$ cat src/rtl/switch_pkg.sv
// Shared header offsets, byte type and transmit FSM states for the
// switch egress path.
package switch_pkg;

  localparam logic [1:0] HDR_DA  = 2'd0;
  localparam logic [1:0] HDR_SA  = 2'd1;
  localparam logic [1:0] HDR_LEN = 2'd2;

  typedef logic [7:0] byte_t;

  typedef enum logic [2:0] {
    IDLE,
    HDR,
    WLEN,
    PAY,
    DONE
  } tx_state_t;

endpackage

$ cat src/rtl/tx_skid_buf.sv
// Two-entry register FIFO holding egress bytes with their SOP/EOP tags.
// Outputs are forced to zero whenever the buffer is empty.
module tx_skid_buf #(
  parameter int DATA_W = 8
) (
  input  logic              clk,
  input  logic              rst_n,
  input  logic              push_i,
  input  logic [DATA_W-1:0] push_data_i,
  input  logic              push_sop_i,
  input  logic              push_eop_i,
  input  logic              pop_i,
  output logic [1:0]        occ_o,
  output logic              vld_o,
  output logic [DATA_W-1:0] data_o,
  output logic              sop_o,
  output logic              eop_o
);

  typedef struct packed {
    logic              sop;
    logic              eop;
    logic [DATA_W-1:0] data;
  } ent_t;

  logic [1:0] occ_q, occ_d;
  ent_t       head_q, head_d;
  ent_t       tail_q, tail_d;
  ent_t       in_w;

  assign in_w = {push_sop_i, push_eop_i, push_data_i};

  always_comb begin
    occ_d  = occ_q;
    head_d = head_q;
    tail_d = tail_q;
    case ({push_i, pop_i})
      2'b10: begin
        if (occ_q == 2'd0) head_d = in_w;
        else               tail_d = in_w;
        occ_d = occ_q + 2'd1;
      end
      2'b01: begin
        head_d = tail_q;
        occ_d  = occ_q - 2'd1;
      end
      2'b11: begin
        // Push and pop together: occupancy is unchanged, the queue shifts.
        if (occ_q == 2'd1) begin
          head_d = in_w;
        end else begin
          head_d = tail_q;
          tail_d = in_w;
        end
      end
      default: ;
    endcase
  end

  always_ff @(posedge clk or negedge rst_n) begin
    if (!rst_n) occ_q <= 2'd0;
    else        occ_q <= occ_d;
  end

  always_ff @(posedge clk) begin
    head_q <= head_d;
    tail_q <= tail_d;
  end

  assign occ_o  = occ_q;
  assign vld_o  = (occ_q != 2'd0);
  assign data_o = vld_o ? head_q.data : '0;
  assign sop_o  = vld_o & head_q.sop;
  assign eop_o  = vld_o & head_q.eop;

endmodule

$ cat src/rtl/switch_port_tx.sv
// Egress reader for one switch output port: drains the per-port packet FIFO
// (DA, SA, LEN, payload) onto a valid/ready stream with SOP/EOP framing.
module switch_port_tx
  import switch_pkg::*;
#(
  parameter int FIFO_SIZE = 64,
  parameter int W_WIDTH   = 8,
  parameter int CNT_W     = 16
) (
  input  logic                         clk,
  input  logic                         rst_n,
  input  logic                         port_en,
  input  logic [$clog2(FIFO_SIZE)-1:0] wr_pos,
  input  logic [$clog2(FIFO_SIZE)-1:0] rd_pos,
  input  logic [W_WIDTH-1:0]           fifo_data,
  output logic                         rd_en,
  output logic [W_WIDTH-1:0]           port_data,
  output logic                         port_valid,
  output logic                         port_sop,
  output logic                         port_eop,
  input  logic                         port_ready,
  output logic                         tx_busy,
  output logic [CNT_W-1:0]             pkt_cnt
);

  localparam int          PW   = $clog2(FIFO_SIZE);
  localparam logic [PW:0] FS_L = (PW+1)'(FIFO_SIZE);

  tx_state_t      state_q, state_d;
  logic [1:0]     hdr_idx_q, hdr_idx_d;
  byte_t          rem_q, rem_d;
  logic [CNT_W-1:0] pkt_cnt_q, pkt_cnt_d;
  logic           infl_q;
  logic           sop_tag_q, sop_tag_d;
  logic           eop_tag_q, eop_tag_d;
  logic           len_tag_q, len_tag_d;

  logic [PW:0]    avail;
  logic           avail_nz;
  logic [1:0]     occ;
  logic [2:0]     credit_used;
  logic           credit_ok;
  logic           rd_want;
  logic           pop;
  logic           eop_pop;
  logic           push_eop;

  // Occupancy of the FIFO; pointer wrap is absorbed by the modulo subtraction.
  always_comb begin
    if (wr_pos >= rd_pos) avail = {1'b0, wr_pos} - {1'b0, rd_pos};
    else                  avail = {1'b0, wr_pos} + FS_L - {1'b0, rd_pos};
  end
  assign avail_nz = (avail != '0);

  assign pop         = port_valid & port_ready;
  assign eop_pop     = pop & port_eop;
  assign credit_used = {1'b0, occ} + {2'b00, infl_q};
  assign credit_ok   = credit_used < (3'd2 + {2'b00, pop});

  always_comb begin
    rd_want = 1'b0;
    case (state_q)
      IDLE:     rd_want = port_en & avail_nz;
      HDR, PAY: rd_want = 1'b1;
      default:  rd_want = 1'b0;
    endcase
  end

  // Reset also gates the strobe so the FIFO sees no read while rst_n is low.
  assign rd_en = rst_n & rd_want & avail_nz & credit_ok;

  always_comb begin
    state_d   = state_q;
    hdr_idx_d = hdr_idx_q;
    rem_d     = rem_q;
    sop_tag_d = 1'b0;
    eop_tag_d = 1'b0;
    len_tag_d = 1'b0;
    pkt_cnt_d = pkt_cnt_q;
    if (eop_pop) pkt_cnt_d = pkt_cnt_q + CNT_W'(1);
    case (state_q)
      IDLE: begin
        hdr_idx_d = HDR_DA;
        if (rd_en) begin
          sop_tag_d = 1'b1;
          hdr_idx_d = HDR_SA;
          state_d   = HDR;
        end
      end
      HDR: begin
        if (rd_en) begin
          if (hdr_idx_q == HDR_LEN) begin
            len_tag_d = 1'b1;
            state_d   = WLEN;
          end else begin
            hdr_idx_d = hdr_idx_q + 2'd1;
          end
        end
      end
      WLEN: begin
        if (infl_q) begin
          rem_d   = fifo_data;
          state_d = (fifo_data == '0) ? DONE : PAY;
        end
      end
      PAY: begin
        if (rd_en) begin
          rem_d = rem_q - 8'd1;
          if (rem_q == 8'd1) begin
            eop_tag_d = 1'b1;
            state_d   = DONE;
          end
        end
      end
      DONE: begin
        if (eop_pop) state_d = IDLE;
      end
      default: state_d = IDLE;
    endcase
  end

  always_ff @(posedge clk or negedge rst_n) begin
    if (!rst_n) begin
      state_q   <= IDLE;
      hdr_idx_q <= HDR_DA;
      infl_q    <= 1'b0;
      sop_tag_q <= 1'b0;
      eop_tag_q <= 1'b0;
      len_tag_q <= 1'b0;
      pkt_cnt_q <= '0;
    end else begin
      state_q   <= state_d;
      hdr_idx_q <= hdr_idx_d;
      infl_q    <= rd_en;
      sop_tag_q <= sop_tag_d;
      eop_tag_q <= eop_tag_d;
      len_tag_q <= len_tag_d;
      pkt_cnt_q <= pkt_cnt_d;
    end
  end

  always_ff @(posedge clk) begin
    rem_q <= rem_d;
  end

  // A zero LEN byte closes the packet itself; known only when the byte lands.
  assign push_eop = eop_tag_q | (len_tag_q & (fifo_data == '0));

  tx_skid_buf #(
    .DATA_W(W_WIDTH)
  ) u_skid (
    .clk        (clk),
    .rst_n      (rst_n),
    .push_i     (infl_q),
    .push_data_i(fifo_data),
    .push_sop_i (sop_tag_q),
    .push_eop_i (push_eop),
    .pop_i      (pop),
    .occ_o      (occ),
    .vld_o      (port_valid),
    .data_o     (port_data),
    .sop_o      (port_sop),
    .eop_o      (port_eop)
  );

  assign tx_busy = (state_q != IDLE) | rd_en;
  assign pkt_cnt = pkt_cnt_q;

endmodule

$ cat config.mk
export PLATFORM = sky130hd
export DESIGN_NAME = switch_port_tx
export DESIGN_NICKNAME = d
export VERILOG_FILES = /design/src/rtl/switch_pkg.sv /design/src/rtl/tx_skid_buf.sv /design/src/rtl/switch_port_tx.sv
export SDC_FILE = /design/constraint.sdc
export NUM_CORES = 1
export LEC_CHECK = 0
export BUFFER_PORTS_ARGS = -buffer_cell sky130_fd_sc_hd__buf_2
export CAP_MARGIN = 20
export CORE_ASPECT_RATIO = 1.5
export CORE_UTILIZATION = 44
export DETAILED_ROUTE_END_ITERATION = 8
export PLACE_DENSITY = 0.71
export SETUP_SLACK_MARGIN = 0.5
export SLEW_MARGIN = 20
export SYNTH_ARGS = -nofsm -noshare
export SYNTH_HDL_FRONTEND = slang
export SYNTH_SLANG_ARGS = --single-unit
$ cat constraint.sdc
create_clock -name clk -period 2.5 [get_ports clk]
set_clock_uncertainty 0.1 [all_clocks]
set_input_delay 0.25 -clock clk [delete_from_list [all_inputs] [get_ports clk]]
set_output_delay 0.25 -clock clk [all_outputs]
set_load 0.05 [all_outputs]
Yosys cells after proc, flatten, opt, wreduce, memory -nomap -nowiden
Index checks and enable logic that the tools add are counted.
Widths: inputs -> output; s select.
- input port bits: 24
- output and inout port bits: 29
- word-level logic and storage cells: 110
- bits in registers: 55
- multiplexer cells: 34
- magnitude comparators: 2
- bitwise gates (word level): 11
- $add $sub $neg: 10
- equality and inequality tests: 21
- reduce and logical (&&, ||, !) cells: 17
- operators with widths (cell ; count):
    $mux 10 ; 4
    $pmux 10 s3 ; 1
    $mux 3 ; 8
    $mux 8 ; 3
    $ne 2x2->1 const B ; 10
    $pmux 10 s2 ; 1
    $add 16x1->16 const B ; 1
    $pmux 8 s2 ; 1
    $pmux 3 s5 ; 1
    $reduce_bool 2->1 ; 5
    $and 1x1->1 ; 9
    $mux 1 ; 9
    $reduce_and 3->1 ; 3
    $eq 8x1->1 const B ; 1
    $logic_not 8->1 ; 1
    $pmux 2 s2 ; 2
    $sub 8x1->8 const B ; 1
    $add 6x7->7 const B ; 1
    $mux 7 ; 1
    $reduce_and 7->1 ; 1
    $reduce_bool 7->1 ; 1
    $sub 6x6->7 ; 1
    $sub 7x6->7 ; 1
    $eq 2x2->1 const B ; 3
    other kinds (19) ; 25

Depth between registers and ports, before layout
- depth after elaboration: 11
- gate-level depth with buffers: 10
- gate-level depth less buffers: 9

Modules after synthesis
Synthesis repeated with hierarchy kept, for this count alone.
- cells, all modules: 290
- area total of the unflattened synthesis: 3211.8 um^2
- modules (own cells, without submodules) (module ; area each (um^2) ; instances ; cells an instance ; sequential area each (um^2)):
    switch_port_tx ; 2013.2 ; 1 ; 204 ; 865.8
    tx_skid_buf ; 1198.6 ; 1 ; 86 ; 650.6

Worst setup path after synthesis
Ideal clock, no wire load.
- path kind: register -> register
- from: register u_skid.occ_q[0] (netlist: u_skid.occ_o[0])
- to: register u_skid.tail_q[0] in the netlist's numbering, enable pin
- period minus slack after synthesis: 2800 ps
- required time: 2020 ps
- arrival: 2320 ps
- stages on the path, launching flop included: 10
- library setup time: 380 ps
- path slack: -300 ps
- buffers on the path: 1
- path through: dfrtp_1 -> inv_1 -> ha_1 -> inv_1 -> nand2_1 -> inv_1 -> ha_1 -> clkbuf_1 -> o21ai_0 -> a21oi_1
- longest elaborated chain between the ends: 5
- elaborated cells between the ends (all ways): 10
- those cells by class: 5 x eq/ne; 1 x bitwise; 4 x reduce/logical
- RTL lines (item ; line ; text):
    from (decl) ; tx_skid_buf.sv:26 ; logic [1:0] occ_q, occ_d;
    from (signal assigned) ; tx_skid_buf.sv:61 ; if (!rst_n) occ_q <= 2'd0;
    from (signal assigned) ; tx_skid_buf.sv:62 ; else occ_q <= occ_d;
    $reduce_bool 2->1 * ; tx_skid_buf.sv:71 ; assign vld_o = (occ_q != 2'd0);
    net port_valid ; switch_port_tx.sv:18 ; output logic port_valid,
    $and 1x1->1 * ; switch_port_tx.sv:55 ; assign pop = port_valid & port_ready;
    $eq 2x2->1 ; tx_skid_buf.sv:37 ; case ({push_i, pop_i})
    $ne 2x2->1 (no source line) / $reduce_bool 2->1 (equally long branches) ; - ;
    $reduce_and 3->1 (no source line) * ; - ;
    to (signal assigned) ; tx_skid_buf.sv:67 ; tail_q <= tail_d;
    to (decl) ; tx_skid_buf.sv:28 ; ent_t tail_q, tail_d;
The timed path passes the listed nets; every way through them passes the cells marked *.
A chain may end at the register's enable or synchronous reset.

Final worst setup path
- from: register u_skid.occ_q[0] (netlist: u_skid.occ_o[0])
- to: output tx_busy
- longest elaborated chain between the ends: 6
- elaborated cells between the ends (all ways): 7
- those cells by class: 2 x add/sub; 1 x order compare; 3 x bitwise; 1 x reduce/logical
- RTL lines (item ; line ; text):
    $reduce_bool 2->1 ; tx_skid_buf.sv:71 ;
    $and 1x1->1 ; switch_port_tx.sv:55 ;
    $add 2x1->3 ; switch_port_tx.sv:58 ; assign credit_ok = credit_used < (3'd2 + {2'b00, pop});
    $lt 3x3->1 * ; switch_port_tx.sv:58 ;
    $and 1x1->1 * ; switch_port_tx.sv:70 ; assign rd_en = rst_n & rd_want & avail_nz & credit_ok;
    $or 1x1->1 * ; switch_port_tx.sv:166 ; assign tx_busy = (state_q != IDLE) | rd_en;
    to (decl) ; switch_port_tx.sv:22 ; output logic tx_busy,
Every way passes the cells marked *; elsewhere a longest branch is shown, timed or not.

==> flow_metrics.tcl <==
set metrics [dict create \
    cts_sinks 55 \
    power.total_mw 4.83 \
    cp-end-kind "output port" \
    core-area_mm2 0.00658 \
    ys_ff_latch 55 \
    slew_violations 0 \
    post-route-min-period_ns 2.22 \
    gr-total-overflow 0 \
    synth.avg_cell_area_um2 11.5 \
    grt_pass1_vias 2101 \
    synth_area_mm2 0.00305 \
    grt_setup_unrepaired "yes" \
    final_nets 377 \
    startpoint_type "flop" \
    dp_hpwl_um 4130 \
    drtAntennaViolNets 0 \
    synthTopCellsByArea "edfxtp_1 (28%), dfrtp_1 (22%), ha_1 (7.0%)" \
    cts_tree "done" \
    initial_core_util_pct 46.3 \
    drt_first_iter_violations 121 \
    grt_antenna_before_repair 0 \
    async_flop_share_pct 49.1 \
    totalWireLength_um 5750 \
    fillCellCount 554 \
    peakVddDrop_mv 0.579 \
    crit_arrival_ns 1.87 \
    ff_latch_area_mm2 0.00152 \
    syn_nets 307 \
    yosysTopAreaCellShare_pct 27.6 \
    synth.distinct_cells 53 \
    drc 0 \
    status "complete, no violations" \
    clk_path_buf_depth 2 \
    die_area_mm2 0.00727 \
    leakage_nw 1.72 \
    drv_cap 0 \
    grt_max_degree 28 \
    dieWidth_um 69.9 \
    clock_latency_ns 0.30 \
    viasPerCell 5.34 \
    htree_num_levels 2 \
    whs_ns 0.0639 \
    die_h_um 104 \
    finalSetupTns_ns 0 \
    setup_viol 0 \
    drive_gt1_share_pct 34.8 \
    synth_top_cell_by_area "edfxtp_1" \
    post-route-period-util_pct 88.7 \
    fin_util_pct 58.1 \
    via_count 2200 \
    diodes 0 \
    cts_buffers 5 \
    num_rows 36 \
    grt_use_total_pct 16.0 \
    pin_count 53 \
    area_growth_pct 25.5 \
    yosysWarnings 0 \
    grt_pass1_wl_um 9530 \
    yosys_most_used_dff "edfxtp_1" \
    synthCells 265 \
    hold_class "in2reg" \
    fmax_ghz 0.451 \
    multi_input_area_mm2 0.00154 \
    ys_seq_area_share_pct 49.8 \
    gp_congestion 0.755 \
    path_clk_slew_ns 0.09 \
    root_buffer "clkbuf_8" \
    worst_slew_margin_rel_pct 69.1 \
    crit_type "reg2out" \
    synth_edf_count 28 \
    worstMarginPinSlew_ns 0.462 \
    port_buffers 52 \
    hold_viol 0 \
    first_pass_iters 4 \
    worstPathMaxFanout 4 \
    power_density_mw_per_mm2 1260 \
    cp.required_ns 2.15 \
    wire_per_inst_um 14.0 \
]
## cell type report
cell class                 instances  share of cell area [%]
inverter                          21                    2.36
timing repair buffer              72                    11.7
sequential                        55                    39.7
multi-input combinational        180                    40.4
clock buffer                       6                    1.90
tap                               76                    2.49
clock inverter                     2                    1.57
## worst max-delay path: stages (launching register included)
cell and delay, ns:
dfrtp_1 0.44, ha_4 0.18, ha_4 0.15, nor3b_4 0.23, o221a_4 0.25, nand2b_4 0.08, nand3_4 0.08, buf_8 0.14
## routing by layer
metal  vias up  routed length [um]  GRT usage (%)
met5         -                   0              0
met4         0                  72           4.71
met3         5                 156           2.13
met2        42                3130           28.7
met1      1057                2390           19.8
li1       1096                   -              -
## through the flow
step / worst slack (ns) / cells / cell area, um2
floorplan: 0.289 / 265 / 3160
global placement: 0.232 / 391 / 3480
detailed placement: 0.217 / 391 / 3480
CTS: 0.288 / 405 / 3710
global route: 0.185 / 412 / 3820
finish: 0.282 / 412 / 3820
## cells by family after synthesis
group	count (synthesis)	synth area share (%)
AO/OA/AOI/OAI	49	12.8
AND/OR/NAND/NOR	85	16.7
flip-flops	55	49.8
multiplexers	3	1.11
adder cells (fa/ha/maj)	18	7.64
buffers and inverters	31	5.05
XOR/XNOR	24	6.90
## power breakdown
| group | total [mW] | internal, mW | switching [mW] |
|---|---|---|---|
| sequential | 1.59 | 1.35 | 0.241 |
| clock | 0.684 | 0.400 | 0.284 |
| combinational | 2.55 | 1.01 | 1.54 |
## cells in the mapped netlist (3+ instances only)
master    number
xor2_1        10
nor3_1         5
nand3_1        9
dfrtp_1       27
nor2_1         9
a22o_1         8
ha_1          17
xnor2_1       14
a21oi_1        4
edfxtp_1      28
o21ai_0       14
inv_1         21
a21o_1         3
mux2_2         3
and3_1         5
a221o_1        3
nand2_1       23
buf_6          4
nor2b_1       11
clkbuf_1       4
## what timing repair did
item / in CTS / in global routing
cloned: 0 / 1
hold buffers: 1 / 0
endpoints found under the setup margin: 38 / 42
endpoints found under the hold margin: 27 / 0
pin swaps: 3 / 8
gates resized for setup: 13 / 10
setup buffers: 5 / 6
## cell usage in the layout, fill, tap and decap left out, drive strengths merged, types with 4 or more instances in the layout
cell	synthesis	final
ha	17	17
buf	5	71
clkbuf	5	6
xor2	10	10
nand3	9	9
and3	5	6
nor2b	11	11
dfrtp	27	27
nor3	5	5
edfxtp	28	28
nor2	10	10
nand2	23	23
xnor2	14	14
o21ai	15	15
a21oi	4	4
a22o	8	8
inv	21	20
## registers in the layout (all words and copies together) (netlist names)
signal,flops
hdr_idx_q,2
u_skid.head_q,10
infl_q,1
rem_q,8
u_skid.occ_o,2
sop_tag_q,1
pkt_cnt,16
state_q,3
len_tag_q,1
eop_tag_q,1
u_skid.tail_q,10
## final timing paths
check	slack [ns]	end	depth (start not counted)	startpoint
max reg2reg	0.29	state_q[1]	7	u_skid.occ_o[0]
min in group asynchronous	0.43	pkt_cnt[4]	3	rst_n
max in group asynchronous	1.62	pkt_cnt[10]	3	rst_n
min reg2reg	0.37	pkt_cnt[15]	1	pkt_cnt[15]
max	0.28	tx_busy	7	u_skid.occ_o[0]
min	0.06	u_skid.tail_q[3]	1	fifo_data[3]
(Power assumes the default switching activity.)
